## config.mk

```make
export PLATFORM = sky130hd
export DESIGN_NAME = dda_sequencer
export DESIGN_NICKNAME = d
export VERILOG_FILES = /design/src/rtl/dda_sequencer.sv
export SDC_FILE = /design/constraint.sdc
export NUM_CORES = 1
export LEC_CHECK = 0
export CORE_MARGIN = 3
export CORE_UTILIZATION = 50
export DETAILED_ROUTE_END_ITERATION = 8
export HOLD_SLACK_MARGIN = 0.12
export PLACE_DENSITY = 0.76
export SLEW_MARGIN = 20
export SYNTH_ARGS = -nofsm -noshare
export SYNTH_HDL_FRONTEND = slang
export SYNTH_SLANG_ARGS = --single-unit
```

## constraint.sdc

```tcl
create_clock -name clk -period 2.65 [get_ports clk]
set_input_delay 0.53 -clock clk [delete_from_list [all_inputs] [get_ports clk]]
set_output_delay 0.53 -clock clk [all_outputs]
set_load 0.02 [all_outputs]
```

## src/rtl/dda_sequencer.sv

```systemverilog
// Byte-stream command sequencer for the Lorenz DDA integrator: holds the
// parameter register file, gates the integrator enable and streams x/y/z snapshots.

module dda_seq_regs #(
    parameter int REG_SIZE = 14
) (
    input  logic                  clk,
    input  logic                  rst_n,
    input  logic                  wr_en,
    input  logic [3:0]            wr_addr,
    input  logic [7:0]            wr_data,
    output logic [8*REG_SIZE-1:0] regs
);
    // Byte 0 sits in the top byte, so each even/odd pair reads out as {MSB, LSB}.
    localparam logic [8*REG_SIZE-1:0] RST_VAL = 112'hC000_14CD_7240_6A00_5555_7300_0400;

    always_ff @(posedge clk or negedge rst_n) begin
        if (!rst_n) begin
            regs <= RST_VAL;
        end else begin
            for (int k = 0; k < REG_SIZE; k++) begin
                if (wr_en && wr_addr == 4'(k)) begin
                    regs[8*(REG_SIZE-1-k) +: 8] <= wr_data;
                end
            end
        end
    end
endmodule

// state   | meaning
// IDLE    | waiting for a header byte
// WDATA   | waiting for the data byte of a WRITE
// STEPCNT | waiting for the step-count byte of a STEP
// RUN     | integrator enabled, step counter running down
// LOAD    | one-cycle integrator reset / IC reload
// SEND    | streaming the six snapshot bytes
module dda_sequencer #(
    parameter int N        = 16,
    parameter int REG_SIZE = 14,
    parameter int OUT_SIZE = 6
) (
    input  logic         clk,
    input  logic         rst_n,
    input  logic         in_valid,
    input  logic [7:0]   in_data,
    output logic         in_ready,
    output logic         out_valid,
    output logic [7:0]   out_data,
    input  logic         out_ready,
    output logic [N-1:0] icx,
    output logic [N-1:0] icy,
    output logic [N-1:0] icz,
    output logic [N-1:0] sigma,
    output logic [N-1:0] beta,
    output logic [N-1:0] rho,
    output logic [N-1:0] dt,
    input  logic [N-1:0] x,
    input  logic [N-1:0] y,
    input  logic [N-1:0] z,
    output logic         dda_en,
    output logic         dda_rst,
    output logic         busy,
    output logic         err
);
    typedef enum logic [2:0] {
        S_IDLE, S_WDATA, S_STEPCNT, S_RUN, S_LOAD, S_SEND
    } state_t;

    localparam logic [3:0] OP_CLR   = 4'h0;
    localparam logic [3:0] OP_WRITE = 4'h1;
    localparam logic [3:0] OP_LOAD  = 4'h2;
    localparam logic [3:0] OP_STEP  = 4'h3;
    localparam logic [3:0] OP_READ  = 4'h4;
    localparam logic [3:0] LAST_ADDR = 4'(REG_SIZE - 1);
    localparam logic [2:0] LAST_IDX  = 3'(OUT_SIZE - 1);

    state_t               state, state_nxt;
    logic [3:0]           addr_q;
    logic [8:0]           cnt_q;
    logic [2:0]           idx_q;
    logic [3*N-1:0]       shadow_q;
    logic [8*REG_SIZE-1:0] regs;
    logic                 in_fire, out_fire;
    logic                 wr_en, err_set, err_clr;

    assign in_fire  = in_valid && in_ready;
    assign out_fire = out_valid && out_ready;
    assign in_ready = (state == S_IDLE) || (state == S_WDATA) || (state == S_STEPCNT);
    assign busy     = (state != S_IDLE);

    dda_seq_regs #(.REG_SIZE(REG_SIZE)) u_regs (
        .clk     (clk),
        .rst_n   (rst_n),
        .wr_en   (wr_en),
        .wr_addr (addr_q),
        .wr_data (in_data),
        .regs    (regs)
    );

    assign icx   = regs[111:96];
    assign icy   = regs[95:80];
    assign icz   = regs[79:64];
    assign sigma = regs[63:48];
    assign beta  = regs[47:32];
    assign rho   = regs[31:16];
    assign dt    = regs[15:0];

    always_comb begin
        state_nxt = state;
        wr_en     = 1'b0;
        err_set   = 1'b0;
        err_clr   = 1'b0;
        case (state)
            S_IDLE: begin
                if (in_fire) begin
                    case (in_data[7:4])
                        OP_CLR:   err_clr   = 1'b1;
                        OP_WRITE: state_nxt = S_WDATA;
                        OP_LOAD:  state_nxt = S_LOAD;
                        OP_STEP:  state_nxt = S_STEPCNT;
                        OP_READ:  state_nxt = S_SEND;
                        default:  err_set   = 1'b1;
                    endcase
                end
            end
            S_WDATA: begin
                if (in_fire) begin
                    state_nxt = S_IDLE;
                    if (addr_q <= LAST_ADDR) wr_en = 1'b1;
                    else                     err_set = 1'b1;
                end
            end
            S_STEPCNT: if (in_fire) state_nxt = S_RUN;
            S_RUN:     if (cnt_q <= 9'd1) state_nxt = S_IDLE;
            S_LOAD:    state_nxt = S_IDLE;
            S_SEND:    if (out_fire && idx_q == LAST_IDX) state_nxt = S_IDLE;
            default:   state_nxt = S_IDLE;
        endcase
    end

    always_ff @(posedge clk or negedge rst_n) begin
        if (!rst_n) begin
            state     <= S_IDLE;
            addr_q    <= 4'd0;
            cnt_q     <= 9'd0;
            idx_q     <= 3'd0;
            shadow_q  <= '0;
            err       <= 1'b0;
            dda_en    <= 1'b0;
            dda_rst   <= 1'b1;
            out_valid <= 1'b0;
        end else begin
            state     <= state_nxt;
            dda_en    <= (state_nxt == S_RUN);
            dda_rst   <= (state_nxt == S_LOAD);
            out_valid <= (state_nxt == S_SEND);
            if (err_set)      err <= 1'b1;
            else if (err_clr) err <= 1'b0;
            if (state == S_IDLE && in_fire) begin
                addr_q <= in_data[3:0];
                if (in_data[7:4] == OP_READ) shadow_q <= {x, y, z};
            end
            // A count byte of zero stands for 256 steps.
            if (state == S_STEPCNT && in_fire)
                cnt_q <= (in_data == 8'd0) ? 9'd256 : {1'b0, in_data};
            else if (state == S_RUN && cnt_q != 9'd0)
                cnt_q <= cnt_q - 9'd1;
            if (state == S_SEND && out_fire)
                idx_q <= (idx_q == LAST_IDX) ? 3'd0 : idx_q + 3'd1;
        end
    end

    always_comb begin
        out_data = 8'h00;
        case (idx_q)
            3'd0:    out_data = shadow_q[47:40];
            3'd1:    out_data = shadow_q[39:32];
            3'd2:    out_data = shadow_q[31:24];
            3'd3:    out_data = shadow_q[23:16];
            3'd4:    out_data = shadow_q[15:8];
            3'd5:    out_data = shadow_q[7:0];
            default: out_data = 8'h00;
        endcase
    end
endmodule

```

==> impl_metrics.py <==
metrics = {
    "status": {
        "status": "complete, no violations",
    },
    "detailed_routing": {
        "drc": 0,
        "wl_per_cell_um": 20.6,
        "route.antenna.remaining_nets": 0,
        "drt_iter0_markers": 273,
        "drt-total-wl_um": 20300,
        "viasPerCell": 5.42,
        "dr.pass1.iters": 4,
        "num_vias": 5345,
    },
    "min_path": {
        "whs_path_depth": 1,
        "hold_start": "err$_DFFE_PN0P_",
        "hold_path.class": "reg2reg",
    },
    "critical_path": {
        "crit_path_start_kind": "flop",
        "startpoint": "idx_q[0]$_DFFE_PN0P_",
        "reg2regPathDepth": 4,
        "path_max_fanout": 16,
        "endpoint_kind": "output pin",
        "worstPathRequired_ns": 2.12,
        "crit_type": "reg2out",
        "r2r-start": "cnt_q[2]$_DFFE_PN0P_",
        "arrival_ns": 2.04,
    },
    "floorplanning": {
        "die-area_mm2": 0.0172,
        "core_mm2": 0.0153,
        "rows": 45,
        "die_y_um": 131,
        "pin_count": 186,
        "die_w_um": 131,
        "start_util_pct": 51.4,
    },
    "power": {
        "internal-power_uw": 8100,
        "p_leak_uw": 0.00475,
        "powerDensity_mw_per_mm2": 1120,
        "pwr-share-clk_pct": 22.4,
        "ir_worst_vdd_mv": 0.731,
        "power.switching_uw": 4060,
        "comb_power_share_pct": 37.7,
        "seq_power_share_pct": 39.8,
        "swShare_pct": 33.4,
    },
    "clocking": {
        "clockRootBuffer": "clkbuf_16",
        "htreeDepth": 4,
        "cts_tree": "done",
        "worstSkewPairLatency_ns": 0.44,
        "numCtsBuffers": 17,
        "path_clk_slew_ns": 0.07,
        "post_cts_buffers": 0,
        "clockBufferDepth": 2,
        "cts.sinks": 183,
    },
    "logic_synthesis": {
        "synth_area_mm2": 0.00785,
        "syn-num-nets": 617,
        "ys_types": 55,
        "synth_edf_count": 0,
        "yosys-top-cells-area": "dfrtp_1 (48%), mux2_2 (23%), dfstp_2 (11%)",
        "synth_top_area_cell": "dfrtp_1",
        "async_flop_share_pct": 100,
        "yosys_warnings": 0,
        "syn_avg_cell_area_um2": 14.2,
        "synth_common_cells": "mux2_2 (162), dfrtp_1 (150), dfstp_2 (33), clkbuf_1 (27), nand2_1 (21)",
        "yosysSeqAreaShare_pct": 58.9,
        "ys.flop_type": "dfrtp_1",
        "yosysTopAreaCellShare_pct": 47.8,
        "synth.ff_latch_count": 183,
        "postSynthCellCount": 553,
        "synth_most_common_cell": "mux2_2",
    },
    "grt": {
        "grt_start_max_net_pins": 61,
        "grt_antenna_before_repair": 0,
        "first_global_vias": 5783,
        "grt_pass1_wl_um": 32400,
        "overflow": 0,
        "grtUsageTotal_pct": 23.9,
    },
    "layout": {
        "area_growth_pct": 37.9,
        "drive_gt1_share_pct": 37.2,
        "post-route-util_pct": 70.9,
        "final_nets": 827,
        "fin_area_mm2": 0.0108,
        "stdcell_count": 987,
        "n_antenna_cell": 0,
    },
    "sta": {
        "finalClockSkew_ns": 0.0160,
        "relSlewSlack_pct": 61.7,
        "slew_violations": 0,
        "min_period_over_period_pct": 96.9,
        "worst_pin_slew_ns": 0.566,
        "hold_slack_ns": 0.490,
        "hold_viol": 0,
        "min_period_ns": 2.57,
        "rsz0062_at_grt": "true",
        "setup-tns-final_ns": 0,
        "fmax_ghz": 0.389,
        "final-setup-viol-count": 0,
    },
    "place": {
        "io_buffers": 185,
        "placed_area_mm2": 0.0102,
        "dp_hpwl_um": 14600,
        "place_congestion": 0.822,
        "post-place-cells": 954,
    },
    "job": {
        "cap_violations": 0,
    },
}
[flip-flops by register name, summed over array words and instances (netlist names)]
register     flops
dda_rst          1
err              1
out_valid        1
u_regs.regs    112
state            3
idx_q            3
shadow_q        48
addr_q           4
dda_en           1
cnt_q            9
[final cells by class]
type / instances / area, µm²
repair buffers: 227 / 2220
multi-input cells: 321 / 3030
clock buffers: 20 / 447
clock inverters: 12 / 190
inverters: 13 / 48.8
flip-flops and latches: 183 / 4620
fillers: 1054 / 4440
well taps: 211 / 264
[final timing paths]
| check | to | slack [ns] |
|---|---|---|
| worst max-delay path | out_data[1] | 0.08 |
| worst min-delay path | err$_DFFE_PN0P_ | 0.49 |
| worst max register to register | out_valid$_DFF_PN0_ | 0.44 |
| worst min register to register | err$_DFFE_PN0P_ | 0.49 |
| max in group asynchronous | u_regs.regs[59]$_DFFE_PN1P_ | 1.21 |
| min in group asynchronous | u_regs.regs[103]$_DFFE_PN0P_ | 0.62 |
[placed cells by master (no fill, tap or decap), types with 3 or more instances in the layout]
cell,n
nor3_1,4
nand2_1,21
buf_12,5
and2_1,3
or3_1,10
inv_1,13
o311ai_0,5
nor2_1,7
nand3_1,9
o21ai_0,9
dfrtp_1,150
o211ai_1,6
mux4_2,6
bufinv_16,4
buf_4,36
xor2_1,3
dfstp_2,33
dlygate4sd2_1,6
a22oi_1,6
a21oi_1,9
nand3b_1,5
nor4_1,3
clkdlybuf4s50_1,176
nand2b_1,5
nor3_2,3
ha_1,3
nor2_4,3
or4_1,5
clkbuf_16,17
mux2_2,162
[per-stage QoR]
step / setup slack [ns] / power, µW
6_report: 0.0825 / 12200
5_1_grt: -0.0279 / 12700
4_1_cts: 0.0357 / 12200
3_3_place_gp: 0.0566 / 9320
3_5_place_dp: 0.0547 / 9500
2_1_floorplan: 0.309 / 7180
[routing by layer]
metal  up-vias  GRT usage [%]  part of all wire [%]
met5         -              0                     0
met3        18           6.36                   5.3
met1      2781           30.9                    43
met2       121           40.0                    51
li1       2425              -                     -
met4         0           6.65                  0.90
[critical path: stages (launching register included)]
cell and delay [ns]:
dfrtp_1 0.40, buf_12 0.17, nor2b_1 0.14, and2_1 0.17, a221oi_1 0.28, o21ai_0 0.14
clkdlybuf4s15_1 0.31
[power by group through the flow]
stage	combinational, µW	clock (µW)	sequential (µW)
5_1_grt	4860	2880	4980
6_report	4590	2720	4840
4_1_cts	4640	2760	4840
3_5_place_dp	4640	0	4850
3_3_place_gp	4530	0	4790
2_1_floorplan	1690	0	5480
[kinds of logic after synthesis]
family / count (synthesis) / synth area share [%]
flip-flops: 183 / 58.9
multiplexers: 171 / 25.4
AND/OR/NAND/NOR: 93 / 7.69
AO/OA/AOI/OAI: 50 / 4.45
buffers and inverters: 49 / 2.63
adder cells (fa/ha/maj): 4 / 0.638
XOR/XNOR: 3 / 0.335
[what timing repair did]
action,in CTS,in global routing
hold buffers,1,0
cloned,0,0
pin swaps,0,0
resized for setup,8,5
endpoints found under the setup margin,8,5
endpoints found under the hold margin,44,0
Note: power is estimated with default switching activity, not from simulation.
